--- config.mk ---
export PLATFORM = sky130hd
export DESIGN_NAME = core_ctrl
export DESIGN_NICKNAME = d
export VERILOG_FILES = /design/src/rtl/core_ctrl.sv
export SDC_FILE = /design/constraint.sdc
export NUM_CORES = 1
export LEC_CHECK = 0
export ABC_AREA = 1
export CORE_ASPECT_RATIO = 1.2
export CORE_MARGIN = 2
export CORE_UTILIZATION = 30
export DETAILED_ROUTE_END_ITERATION = 16
export PLACE_DENSITY = 0.57
export SLEW_MARGIN = 40
export SYNTH_ARGS = -nofsm -noshare
export SYNTH_HDL_FRONTEND = slang
export SYNTH_SLANG_ARGS = --single-unit
--- constraint.sdc ---
create_clock -name clk -period 1.52 [get_ports clk]
set_input_delay 0.304 -clock clk [delete_from_list [all_inputs] [get_ports clk]]
set_output_delay 0.304 -clock clk [all_outputs]
set_load 0.02 [all_outputs]
--- src/rtl/core_ctrl.sv ---
// core_ctrl: command/sample sequencer for the single-neuron MAC core.
// Streams samples into the datapath, then returns y or pulses done.
module core_ctrl #(
  parameter int N_MAX   = 100,
  parameter int DW      = 16,
  parameter int IW      = 7,
  parameter int MAC_LAT = 1
) (
  input  logic          clk,
  input  logic          rst,
  input  logic          cmd_vld,
  output logic          cmd_rdy,
  input  logic          cmd_bwd,
  input  logic [IW-1:0] cmd_len,
  input  logic [DW-1:0] cmd_e,
  input  logic          x_vld,
  output logic          x_rdy,
  input  logic [DW-1:0] x,
  output logic [IW-1:0] idx,
  output logic          fwd,
  output logic          bwd,
  output logic          clr,
  output logic [DW-1:0] dx,
  output logic [DW-1:0] de,
  input  logic [DW-1:0] y_in,
  output logic          res_vld,
  input  logic          res_rdy,
  output logic [DW-1:0] res_y,
  output logic          done
);

  localparam logic [1:0] S_IDLE   = 2'd0;
  localparam logic [1:0] S_STREAM = 2'd1;
  localparam logic [1:0] S_DRAIN  = 2'd2;
  localparam logic [1:0] S_RESULT = 2'd3;

  // one spare bit so len/cnt can hold N_MAX itself
  localparam int LW  = IW + 1;
  localparam int DCW = $clog2(MAC_LAT + 2);
  localparam logic [LW-1:0]  LMAX  = LW'(N_MAX);
  localparam logic [DCW-1:0] DLAST = DCW'(MAC_LAT);

  logic [1:0]     state;
  logic           mode;
  logic [LW-1:0]  len;
  logic [LW-1:0]  cnt;
  logic [LW-1:0]  cnt_nx;
  logic [LW-1:0]  clen;
  logic [DCW-1:0] dcnt;

  assign cmd_rdy = (state == S_IDLE);
  assign x_rdy   = (state == S_STREAM);
  assign cnt_nx  = cnt + LW'(1);
  assign clen    = ({1'b0, cmd_len} > LMAX) ?
                   LMAX : {1'b0, cmd_len};

  always_ff @(posedge clk or negedge rst) begin
    if (!rst) begin
      state   <= S_IDLE;
      mode    <= 1'b0;
      len     <= '0;
      cnt     <= '0;
      dcnt    <= '0;
      idx     <= '0;
      fwd     <= 1'b0;
      bwd     <= 1'b0;
      clr     <= 1'b0;
      dx      <= '0;
      de      <= '0;
      res_vld <= 1'b0;
      res_y   <= '0;
      done    <= 1'b0;
    end else begin
      fwd  <= 1'b0;
      bwd  <= 1'b0;
      clr  <= 1'b0;
      done <= 1'b0;
      case (state)
        S_IDLE: begin
          if (cmd_vld) begin
            mode  <= cmd_bwd;
            de    <= cmd_e;
            len   <= clen;
            cnt   <= '0;
            dcnt  <= '0;
            clr   <= !cmd_bwd;
            state <= (clen == '0) ? S_DRAIN : S_STREAM;
          end
        end
        S_STREAM: begin
          if (x_vld) begin
            dx  <= x;
            idx <= cnt[IW-1:0];
            fwd <= !mode;
            bwd <= mode;
            cnt <= cnt_nx;
            if (cnt_nx == len)
              state <= S_DRAIN;
          end
        end
        S_DRAIN: begin
          // last drain cycle: the final strobe has reached y_in
          if (dcnt == DLAST) begin
            if (mode) begin
              done  <= 1'b1;
              state <= S_IDLE;
            end else begin
              res_y   <= y_in;
              res_vld <= 1'b1;
              state   <= S_RESULT;
            end
          end else begin
            dcnt <= dcnt + DCW'(1);
          end
        end
        S_RESULT: begin
          if (res_rdy) begin
            res_vld <= 1'b0;
            state   <= S_IDLE;
          end
        end
        default: state <= S_IDLE;
      endcase
    end
  end

endmodule

=== Word-level counts from Yosys, hierarchy flattened ===
Cells that the tools add are included.

* Flip-flop bits (word level): 81
* Word-level logic and storage cells: 72
* Output and inout port bits: 62
* Bits of input ports: 61

* Order comparisons: 1
* Multiplexer cells: 28
* Add/subtract/negate cells: 2
* Bitwise gates (word level): 1
* Reduce and logical (&&, ||, !) cells: 14
* Eq/ne operators: 12

{| class="wikitable"
|+ Operators with widths
! kind !! count
|-
| $mux 2 || 9
|-
| $mux 8 || 2
|-
| $pmux 8 s2 || 1
|-
| $mux 1 || 12
|-
| $ne 2x2->1 const B || 6
|-
| $reduce_and 3->1 || 3
|-
| $add 8x1->8 const B || 1
|-
| $eq 8x8->1 || 1
|-
| $logic_not 8->1 || 1
|-
| $pmux 2 s4 || 1
|-
| $gt 7x7->1 const B || 1
|-
| $mux 7 || 1
|-
| $reduce_bool 2->1 || 3
|-
| $reduce_and 5->1 || 1
|-
| $eq 2x1->1 const B || 2
|-
| $eq 2x2->1 const B || 2
|-
| $pmux 2 s2 || 1
|-
| $reduce_and 2->1 || 2
|-
| $reduce_and 4->1 || 1
|-
| $add 2x1->2 const B || 1
|-
| $logic_not 1->1 || 2
|-
| $logic_not 2->1 || 1
|-
| $ne 2x1->1 const B || 1
|-
| $pmux 1 s2 || 1
|-
| $not 1->1 || 1
|}

=== Depth between registers and ports, before layout ===
* Depth in word-level cells: 6
* Depth in mapped cells: 14
* Mapped depth without buffers: 14

=== Worst setup path before layout ===
No wires, ideal clock.

* Path type: register -> register
* From: register state[0]
* To: register de[0]
* Data required time: 1403 ps
* Path slack: -135 ps
* Arrival: 1538 ps
* Path buffers: 2
* Clock period less this slack: 1655 ps
* Library setup time: 117 ps
* Cell stages (with the launch flop): 9
* Path through: dfrtp_1 nor2_1 inv_1 nor2_2 inv_1 buf_2 buf_2 nand2_1 nand2_1

* Word-level cells in the longest chain between the ends: 2

{| class="wikitable"
|+ RTL lines
! element !! line !! source
|-
| from (decl) || 43 || <nowiki>logic [1:0] state;</nowiki>
|-
| from (signal assigned) || 87 || <nowiki>state <= (clen == '0) ? S_DRAIN : S_STREAM;</nowiki>
|-
| $logic_not 2->1 || -- ||
|-
| named net cmd_rdy || 12 || <nowiki>output logic cmd_rdy,</nowiki>
|-
| $reduce_and 2->1 (no source line) || -- ||
|-
| to (signal assigned) || 82 || <nowiki>de <= cmd_e;</nowiki>
|-
| to (decl) || 24 || <nowiki>output logic [DW-1:0] de,</nowiki>
|}

The timed path passes the listed nets, and every way through them passes these cells.
A chain may end at the register's enable or synchronous reset.

=== Worst setup path after layout ===
* From: register cnt[1]
* To: register state[0]

* Word-level cells in the longest chain between the ends: 4

{| class="wikitable"
|+ RTL lines
! element !! line !! source
|-
| from (decl) || 46 || <nowiki>logic [LW-1:0] cnt;</nowiki>
|-
| from (signal assigned) || 96 || <nowiki>cnt <= cnt_nx;</nowiki>
|-
| $add 8x1->8 || 53 || <nowiki>assign cnt_nx = cnt + LW'(1);</nowiki>
|-
| $eq 8x8->1 || 97 || <nowiki>if (cnt_nx == len)</nowiki>
|-
| $ne 2x1->1 (no source line) || -- ||
|-
| $reduce_and 5->1 (no source line) || -- ||
|}

No other way between the ends.

==> flow_metrics.tcl <==
set metrics [dict create \
    status "finished, violations left" \
    violations "setup timing" \
    cap_violations 0 \
    synth_top_area_share_pct 58.98 \
    path_buf_inv 0 \
    syn_nets 430 \
    powerDensity_mw_per_mm2 1997 \
    yosys.area_share.adder_pct 0.7372 \
    ir_drop_v 0.0008823 \
    cp_slowest_cell "dfrtp_2" \
    insertedDiodeCount 0 \
    grt_pass1_wl_mm 14.46 \
    clock.fmax_mhz 629.1 \
    r2r-end "state[0]$_DFFE_PN0P_" \
    ys_types 27 \
    grt_use_total_pct 14.92 \
    relSlewSlack_pct 73.18 \
    cts_buffers 9 \
    grt_pass1_vias 3106 \
    fin_crit_ns 1.590 \
    synth_top_family_by_area "simple AND/OR/NAND/NOR gates" \
    synthXorXnorAreaFrac_pct 0 \
    worst-r2r-setup-slack_ns -0.07 \
    die_x_um 101.1 \
    portBuffers 122 \
    die-area_mm2 0.01219 \
    postLayoutCellArea_mm2 0.005479 \
    start_kind "register" \
    vias 3017 \
    placed_area_mm2 0.005027 \
    hold_class "input pin to async pin" \
    hpwl_mm 6.333 \
    syn_to_final_growth_pct 61.41 \
    final_cell_mix "nand2_1 (145), dfrtp_1 (77), dlygate4sd2_1 (60)" \
    routed_via_density 4.490 \
    ys_seq_elements 80 \
    grt_max_degree 39 \
    cts_tree "yes" \
    drc 0 \
    post-route-period-util_pct 104.6 \
    cp_top_family "simple AND/OR/NAND/NOR gates" \
    cts_root_buf "clkbuf_16" \
    cts.sinks 80 \
    layout_commonest_cell "nand2_1" \
    clockBufferDepth 2 \
    antenna_left 0 \
    finalHoldViolations 0 \
    yosys.area_share.simple_pct 22.56 \
    worst_slack_ns -0.06957 \
    finalClockSkew_ns 0.003996 \
    r2r_cells 11 \
    synth_compound_gate_area_share_pct 6.008 \
    coreArea_mm2 0.01104 \
    ioPinCount 123 \
    clock_latency_ns 0.33 \
    die_h_um 120.5 \
    arrival_ns 1.80 \
    p_leak_uw 0.002786 \
    cp_max_fo 3 \
    syn_avg_cell_area_um2 9.249 \
    grt_overflow 0 \
    rsz0062_at_grt "yes" \
    placementRows 42 \
    yosys_warnings 0 \
    total_power_uw 10940 \
    path_depth 11 \
    drive_gt1_share_pct 19.44 \
    grt_antenna_before_repair 0 \
    ys_seq_area_share_pct 58.98 \
    totalWireLength_mm 8.775 \
    synth_cells 367 \
    slowest_delay_ns 0.44 \
    crit_type "register to register" \
    crit_chain "ha_4 > a21boi_1 > nand3_1 > nor2_1 > nand3_1 > nor2_1 > nand3_1 > nand2_2 > nand2_1 > nand2_1 > nand2_1" \
    routabilityCongestion 0.8126 \
    drt_first_pass_iters 5 \
    drt_iter0_drc 156 \
    clk_pin_slew_worst_paths_ns 0.06 \
    setup_viol_count_final 2 \
    critical_path_required_ns 1.73 \
    synth_area_leaders "dfrtp_1 (59%), nand2_1 (17%), mux2_4 (4.0%), inv_1 (3.1%), o21ai_0 (3.1%)" \
    htree_levels 3 \
    place_ws_ns -0.2446 \
    rr_startpoint "cnt[1]$_DFFE_PN0P_" \
    synthMuxAreaShare_pct 6.303 \
    critPathCaptureType "register" \
    start_util_pct 30.76 \
    synth_area_mm2 0.003395 \
    yosysTopAreaCell "dfrtp_1" \
    worst_slew_pin_slew_ns 0.4023 \
    fillerInstances 1036 \
    nets 598 \
    wire_per_inst_um 13.06 \
    tns_ns -0.08519 \
    slew_viol_final 0 \
]
cell families after synthesis:
logic type / count (synthesis)
AO/OA/AOI/OAI: 36
flip-flops: 80
AND/OR/NAND/NOR: 192
buffers and inverters: 41
multiplexers: 16
adder cells (fa/ha/maj): 2
routing by layer:
layer / GRT usage, % / routed length, µm
met2: 25.99 / 4549
met3: 4.566 / 488
met1: 16.90 / 3604
met5: 0 / 0
met4: 5.743 / 133
through the flow:
stage,instances,hold slack [ns],util (%)
finish,672,0.4482,49.65
global route,672,0.4929,49.65
CTS,667,0.4554,48.79
detailed placement,645,0.2628,45.56
global placement,645,0.2619,45.56
floorplan,367,0.008409,-
report_power, final:
group / switching [µW] / internal, µW
Combinational: 2790 / 2320
Sequential: 496 / 3030
Clock: 827 / 1480
cells in the mapped netlist:
library cell / instances
nand2_1: 150
dfrtp_1: 80
inv_1: 28
o21ai_0: 21
nand3_1: 18
nor2_1: 17
mux2_4: 9
buf_2: 8
mux2_2: 7
o22ai_1: 6
a21oi_1: 3
nor2_2: 3
ha_1: 2
nand2_2: 2
a21boi_0: 1
a31oi_1: 1
buf_12: 1
buf_4: 1
clkbuf_1: 1
clkinv_1: 1
inv_2: 1
nand2_4: 1
nor4_1: 1
o21a_1: 1
o21ai_1: 1
o22ai_2: 1
o31ai_1: 1
how the worst max path moves through the flow:
stage,start,slack [ns],to
floorplan,state[0]$_DFFE_PN0P_,-0.009,cnt[3]$_DFFE_PN0P_
global placement,x_vld,-0.23,state[0]$_DFFE_PN0P_
detailed placement,x_vld,-0.24,state[0]$_DFFE_PN0P_
CTS,cnt[0]$_DFFE_PN0P_,-0.09,state[0]$_DFFE_PN0P_
global route,cnt[1]$_DFFE_PN0P_,-0.24,state[0]$_DFFE_PN0P_
finish,cnt[1]$_DFFE_PN0P_,-0.07,state[0]$_DFFE_PN0P_
what timing repair did:
action	4_1_cts	5_1_grt
endpoints found under the hold margin	25	0
setup buffers	3	5
hold buffers	1	0
cloned	2	0
gates resized for setup	84	21
endpoints found under the setup margin	80	43
pin swaps	6	4
final cells by class:
class | count | area, µm² | share of cell area, %
Inverter | 30 | 112.6 | 2.055
Tap cell | 132 | 165.2 | 3.014
Clock buffer | 11 | 242.7 | 4.430
Multi-Input combinational cell | 248 | 1335 | 24.37
Clock inverter | 5 | 80.08 | 1.462
Timing Repair Buffer | 166 | 1538 | 28.07
Sequential cell | 80 | 2006 | 36.61
sequential cells by signal, indices dropped and copies added, names as in the netlist:
name,flops
res_vld,1
idx,7
dx,16
len,7
de,16
dcnt,2
clr,1
state,2
bwd,1
done,1
fwd,1
mode,1
res_y,16
cnt,8
Note: power is estimated with default switching activity, not from simulation.
